<file path="src/rtl/input_conditioner.sv">
// input_conditioner: synchronise, polarity-correct, debounce and edge-flag raw board inputs
module input_conditioner #(
  parameter int WIDTH = 8,
  parameter int SYNC_STAGES = 2,
  parameter int TICK_DIV = 1000,
  parameter int DB_SAMPLES = 4,
  parameter logic [WIDTH-1:0] INVERT_MASK = {WIDTH{1'b0}}
) (
  input  logic             clk,
  input  logic             rst_n,
  input  logic [WIDTH-1:0] raw_inputs,
  input  logic             clr_en,
  input  logic [WIDTH-1:0] clr_mask,
  output logic [WIDTH-1:0] buf_inputs,
  output logic [WIDTH-1:0] edge_flags,
  output logic             any_edge,
  output logic             sample_tick
);
  localparam int PW = TICK_DIV > 1 ? $clog2(TICK_DIV) : 1;
  localparam int CW = $clog2(DB_SAMPLES) + 1;
  localparam logic [PW-1:0] PMAX = PW'(TICK_DIV - 1);
  localparam logic [CW-1:0] CMAX = CW'(DB_SAMPLES - 1);
  logic [SYNC_STAGES-1:0][WIDTH-1:0] sync_q;
  logic [PW-1:0] pre_q, pre_d;
  logic tick_q, tick_d;
  logic [WIDTH-1:0][CW-1:0] cnt_q, cnt_d;
  logic [WIDTH-1:0] buf_q, buf_d, flag_q, flag_d, pol;
  assign pol = sync_q[SYNC_STAGES-1] ^ INVERT_MASK;
  assign pre_d = (pre_q == PMAX) ? '0 : pre_q + 1'b1;
  assign tick_d = (pre_q == PMAX);
  // per-bit debounce: count mismatching ticks, toggle the level once DB_SAMPLES are seen in a row
  always_comb begin
    cnt_d = cnt_q;
    buf_d = buf_q;
    for (int i = 0; i < WIDTH; i++) begin
      cnt_d[i] = !tick_q ? cnt_q[i] : (pol[i] == buf_q[i] || cnt_q[i] == CMAX) ? '0 : cnt_q[i] + 1'b1;
      buf_d[i] = buf_q[i] ^ (tick_q && pol[i] != buf_q[i] && cnt_q[i] == CMAX);
    end
  end
  // sticky rising-edge flags; a new rise on the same edge beats a clear
  assign flag_d = (flag_q & ~(clr_mask & {WIDTH{clr_en}})) | (buf_d & ~buf_q);
  // synchroniser chain, prescaler, debounce state and flags
  always_ff @(posedge clk or negedge rst_n) begin
    if (!rst_n) begin
      sync_q <= '0;
      pre_q  <= '0;
      tick_q <= 1'b0;
      cnt_q  <= '0;
      buf_q  <= '0;
      flag_q <= '0;
    end else begin
      sync_q <= {sync_q[SYNC_STAGES-2:0], raw_inputs};
      pre_q  <= pre_d;
      tick_q <= tick_d;
      cnt_q  <= cnt_d;
      buf_q  <= buf_d;
      flag_q <= flag_d;
    end
  end
  assign buf_inputs = buf_q;
  assign edge_flags = flag_q;
  assign any_edge = |flag_q;
  assign sample_tick = tick_q;
endmodule

</file>
<file path="config.mk">
export PLATFORM = sky130hd
export DESIGN_NAME = input_conditioner
export DESIGN_NICKNAME = d
export VERILOG_FILES = /design/src/rtl/input_conditioner.sv
export SDC_FILE = /design/constraint.sdc
export NUM_CORES = 1
export LEC_CHECK = 0
export ABC_AREA = 1
export CELL_PAD_IN_SITES_DETAIL_PLACEMENT = 1
export CELL_PAD_IN_SITES_GLOBAL_PLACEMENT = 2
export CORE_ASPECT_RATIO = 0.7
export CORE_MARGIN = 5
export CORE_UTILIZATION = 34
export DETAILED_ROUTE_END_ITERATION = 7
export PLACE_DENSITY_LB_ADDON = 0.25
export SYNTH_ARGS = -nofsm -noshare
export SYNTH_HDL_FRONTEND = slang
export SYNTH_SLANG_ARGS = --single-unit
</file>
<file path="constraint.sdc">
create_clock -name clk -period 1.7 [get_ports clk]
set_clock_uncertainty 0.1 [all_clocks]
set_input_delay 0.51 -clock clk [delete_from_list [all_inputs] [get_ports clk]]
set_output_delay 0.51 -clock clk [all_outputs]
set_load 0.005 [all_outputs]
</file>
Word level (Yosys, flattened, before mapping)
Index checks and enable logic that the tools add are counted.
- bitwise operators: 14
- reduce and logical (&&, ||, !) cells: 25
- multiplexer cells: 9
- equality and inequality tests: 25
- add/subtract/negate cells: 9
- operators by type and width (kind ; count):
    $add A3 B1 Y3 const B ; 8
    $and A8 B8 Y8 ; 3
    $eq A3 B2 Y1 const B ; 8
    $mux W3 ; 8
    $logic_and A1 B1 Y1 ; 16
    $not A8 Y8 ; 2
    $add A10 B1 Y10 const B ; 1
    $eq A10 B10 Y1 const B ; 1
    $mux W10 ; 1
    $eq A1 B1 Y1 ; 8
    $logic_or A1 B1 Y1 ; 8
    $ne A1 B1 Y1 ; 8
    $or A8 B8 Y8 ; 1
    $reduce_or A8 Y1 ; 1
    $xor A1 B1 Y1 ; 8
- word-level logic and storage cells: 96
- input bits: 19
- output and inout port bits: 18
- register bits: 67

Longest topological paths before layout
- depth in word-level cells: 6
- depth in mapped cells: 7
- depth with buffers taken out: 7

Worst setup path after synthesis
No wires, ideal clock.
- path kind: register -> register
- start point: register cnt_q[18] in the netlist's numbering
- end point: register flag_q[6], in the netlist edge_flags[6]
- arrival: 1.141 ns
- buffers on the path: 0
- setup time: 0.118 ns
- setup slack: 0.340 ns
- stages on the path, launching flop included: 7
- required time: 1.482 ns
- period minus slack after synthesis: 1.360 ns
- cell sequence: dfrtp_1 > ha_1 > ha_1 > inv_1 > nor2_1 > ha_1 > a21o_1
- cells in the longest elaborated chain, start to end: 5
- RTL lines (what ; RTL line ; text):
    start, declared ; 26 ; logic [WIDTH-1:0][CW-1:0] cnt_q, cnt_d;
    start signal, assigned ; 55 ; cnt_q <= cnt_d;
    $eq A3 B2 Y1 ; 37 ; buf_d[i] = buf_q[i] ^ (tick_q && pol[i] != buf_q[i] && cnt_q[i] == CMAX);
    $logic_and A1 B1 Y1 ; 37 ;
    $xor A1 B1 Y1 ; 37 ;
    $and A8 B8 Y8 ; 41 ; assign flag_d = (flag_q & ~(clr_mask & {WIDTH{clr_en}})) | (buf_d & ~buf_q);
    $or A8 B8 Y8 ; 41 ;
    via flag_d[6] ; 27 ; logic [WIDTH-1:0] buf_q, buf_d, flag_q, flag_d, pol;
    end signal, assigned ; 57 ; flag_q <= flag_d;
    end, declared ; 27 ;
The timed path passes the listed nets, and every way through them passes these cells.
A chain may end at the register's enable or synchronous reset.

Worst setup path after layout
- start point: register flag_q[5], in the netlist edge_flags[5]
- end point: output port any_edge
- cells in the longest elaborated chain, start to end: 1
- RTL lines (what ; RTL line ; text):
    $reduce_or A8 Y1 ; 62 ; assign any_edge = |flag_q;
    end, declared ; 16 ; output logic any_edge,
Every way passes these cells.

==> metrics.log <==
INFO  metric clkSlewWorstSetupHoldPaths = 0.05 ns
INFO  metric critical_path_class = register to output port
INFO  metric drt.antenna.violating_nets = 0
INFO  metric clock_latency_on_the_worst_skew_pair = 0.33 ns
INFO  metric max-slew-margin-rel = 75.53%
INFO  metric die_area = 0.01081 mm²
INFO  metric route.detailed.wl_per_inst = 13.23 µm
INFO  metric worst_setup_path_start_kind = register
INFO  metric finished_layout_cell_area = 0.003905 mm²
INFO  metric tritoncts_num_sinks = 67
INFO  metric placement.cell_area = 0.003581 mm²
INFO  metric grt.total_usage = 14.28%
INFO  metric least_setup_slack_across_all_paths_after_layout = -0.1389 ns
INFO  metric syn_area_per_cell = 9.501 µm²
INFO  metric rsz0062_at_grt = true
INFO  metric htreeDepth = 3
INFO  metric die-width = 122.1 µm
INFO  metric clock_tree.root_cell = sky130_fd_sc_hd__clkbuf_16
INFO  metric yosysWarnings = 0
INFO  metric row_count = 28
INFO  metric critPathMaxStageDelay = 0.38 ns
INFO  metric die-height = 88.50 µm
INFO  metric slowest_library_cell_on_the_worst_path = sky130_fd_sc_hd__dfrtp_1
INFO  metric synth_top_area_cell = sky130_fd_sc_hd__dfrtp_1
INFO  metric final_min_period_over_clock_period = 108.2%
INFO  metric route.final.wire_length = 6643 µm
INFO  metric first_pass_iters = 4
INFO  metric r2r_cells = 6
INFO  metric synth_sequential_area_ratio = 56.02%
INFO  metric wire_length_of_the_first_global_routing_pass = 11580 µm
INFO  metric pin_count_of_the_biggest_net_entering_global_routing = 68
INFO  metric netlist-cell-type-count = 25
INFO  metric rrSetupSlack = 0.22 ns
INFO  metric period_needed = 1.839 ns
INFO  metric n_fill_cell = 1010
INFO  metric fin_nets = 421
INFO  metric route.detailed.drc = 0
INFO  metric ir_drop = 0.5225 mV
INFO  metric max_freq = 543.8 MHz
INFO  metric finalHoldViolCount = 0
INFO  metric synthesis.nets = 359
INFO  metric endpoint_kind = output port
INFO  metric worstPathCellList = nor4_1 -> nand2_1 -> buf_2
INFO  metric run_status = complete, but fails checks
INFO  metric p_leak = 2.191 nW
INFO  metric drt-vias-per-instance = 4.476
INFO  metric preCtsSetupSlack = -0.2796 ns
INFO  metric rr_endpoint = edge_flags[6]
INFO  metric dp_hpwl = 4671 µm
INFO  metric synth-seq-cells = 67
INFO  metric overflow_left_after_global_routing = 0
INFO  metric placeableCoreArea = 0.008513 mm²
INFO  metric grt_pass1_vias = 2417
INFO  metric synth_cells = 315
INFO  metric cts_buffers = 9
INFO  metric cts_tree = built
INFO  metric cts_hold_repair.buffers = 0
INFO  metric final_core_utilization = 45.87%
INFO  metric io_buffers = 36
INFO  metric layout-area-overhead-vs-synth = 30.48%
INFO  metric vias = 2247
INFO  metric antenna_found_initial = 0
INFO  metric finalSetupViolations = 2
INFO  metric power_per_cell_area = 908.4 mW/mm²
INFO  metric required = 1.09 ns
INFO  metric worst_hold_path_type = input port to asynchronous set/reset pin
INFO  metric iteration_0_drc_markers = 43
INFO  metric total_power = 3.547 mW
INFO  metric starting_density = 35.16%
INFO  metric max_slew.worst_pin.slew = 0.3671 ns
INFO  metric synthesized_cell_area = 0.002993 mm²
INFO  metric post-synth-top-area-fraction = 56.02%
INFO  metric timing.final.max_slew_violations = 0
INFO  metric rr_startpoint = cnt_q[18]
INFO  metric ios = 37
INFO  metric netlist_top_cells_area = sky130_fd_sc_hd__dfrtp_1, sky130_fd_sc_hd__ha_1, sky130_fd_sc_hd__nand2_1
INFO  metric ctsLongestPathBuffers = 2
INFO  metric worstPathMaxFanout = 2
INFO  metric place_congestion = 0.7456
INFO  metric fraction_of_layout_cells_with_a_size_suffix_above_1 = 13.35%
INFO  metric critical_path_at = 1.23 ns
INFO  metric antenna-diode-count = 0
INFO  metric drv_cap = 0
INFO  metric violations = negative setup slack
critical path, delay by kind of cell, from the launching register on:
family,cells,cell delay [ns]
simple gates,2,0.39
flops,1,0.38
buf+inv,1,0.13
Yosys cell counts:
cell type and number:
sky130_fd_sc_hd__o22ai_1 8, sky130_fd_sc_hd__inv_2 2, sky130_fd_sc_hd__nand2_2 1, sky130_fd_sc_hd__nor4_1 2
sky130_fd_sc_hd__o21ai_0 5, sky130_fd_sc_hd__dfrtp_1 67, sky130_fd_sc_hd__nor2_1 20, sky130_fd_sc_hd__nor2_2 5
sky130_fd_sc_hd__nand4_1 8, sky130_fd_sc_hd__a21oi_1 3, sky130_fd_sc_hd__inv_1 58, sky130_fd_sc_hd__buf_4 1
sky130_fd_sc_hd__xor2_1 2, sky130_fd_sc_hd__ha_1 25, sky130_fd_sc_hd__nor3_1 3, sky130_fd_sc_hd__buf_2 2
sky130_fd_sc_hd__nand2_1 74, sky130_fd_sc_hd__nand3_1 13, sky130_fd_sc_hd__nand4_2 1, sky130_fd_sc_hd__a21o_1 8
sky130_fd_sc_hd__nand3b_1 1, sky130_fd_sc_hd__nand3_2 1, sky130_fd_sc_hd__o21ai_1 3, sky130_fd_sc_hd__clkbuf_1 1
sky130_fd_sc_hd__buf_6 1
sequential cells by signal, summed over array words and instances, names as in the netlist:
signal / cells
pol: 8
sample_tick: 1
cnt_q: 24
buf_inputs: 8
edge_flags: 8
pre_q: 10
sync_q: 8
worst max-delay path by stage:
stage	from	slack, ns	cells past startpoint	end
floorplan	cnt_q[18]	0.34	6	edge_flags[6]
finish	edge_flags[5]	-0.14	3	any_edge
detailed placement	edge_flags[1]	-0.28	4	any_edge
global placement	edge_flags[1]	-0.29	4	any_edge
global route	edge_flags[6]	-0.23	3	any_edge
CTS	edge_flags[6]	-0.20	3	any_edge
layer usage:
metal	part of all wire, %	vias up	wire [µm]	GRT usage (%)
met1	48	1092	3194	17.37
met5	0	-	0	0
met3	4.3	8	285	4.728
met2	46	31	3032	23.10
met4	2.0	0	130	7.012
li1	-	1116	-	-
power breakdown:
group	switching, mW	internal (mW)
combinational	0.0511	0.0499
clock	0.649	1.17
sequential	0.00714	1.62
total	0.707	2.84
placed cells by master, fill, tap and decap left out, types with 4 or more instances in the layout:
cell,synthesis,layout
sky130_fd_sc_hd__a21o_1,8,8
sky130_fd_sc_hd__buf_4,1,18
sky130_fd_sc_hd__clkbuf_1,1,4
sky130_fd_sc_hd__clkbuf_16,0,9
sky130_fd_sc_hd__clkbuf_2,0,4
sky130_fd_sc_hd__clkdlybuf4s50_1,0,17
sky130_fd_sc_hd__dfrtp_1,67,67
sky130_fd_sc_hd__dlygate4sd2_1,0,9
sky130_fd_sc_hd__ha_1,25,25
sky130_fd_sc_hd__inv_1,58,58
sky130_fd_sc_hd__nand2_1,74,74
sky130_fd_sc_hd__nand3_1,13,13
sky130_fd_sc_hd__nand4_1,8,8
sky130_fd_sc_hd__nor2_1,20,20
sky130_fd_sc_hd__nor2_2,5,5
sky130_fd_sc_hd__o21ai_0,5,5
sky130_fd_sc_hd__o22ai_1,8,8
what timing repair did:
action / CTS / global route
pin swaps: 1 / 0
setup endpoints to repair: 18 / 7
setup buffers: 8 / 2
resized for setup: 31 / 8
cell type report:
class	count	area, µm²	share of cell area, %
clock buffer	14	254.0	6.504
clock inverter	2	35.03	0.8971
inverter	60	225.2	5.767
multi-input combinational	183	1074	27.49
sequential	67	1677	42.93
tap	120	150.1	3.845
timing repair buffer	56	490.5	12.56
through the flow:
step                setup TNS, ns  instances  hold slack (ns)
finish                    -0.1536        502          0.07962
global route              -0.3001        502           0.1103
CTS                       -0.2046        501           0.1043
detailed placement        -0.2796        478           0.2363
global placement          -0.2941        478           0.2337
floorplan                       0        315           0.1144
logic make-up after synthesis:
family / Yosys count / share of synthesized area (%)
adder cells (fa/ha/maj): 25 / 10.45
AND/OR/NAND/NOR: 129 / 18.81
XOR/XNOR: 2 / 0.5854
buffers and inverters: 65 / 8.612
AO/OA/AOI/OAI: 27 / 5.518
flip-flops: 67 / 56.02
Note: power is estimated with default switching activity, not from simulation.
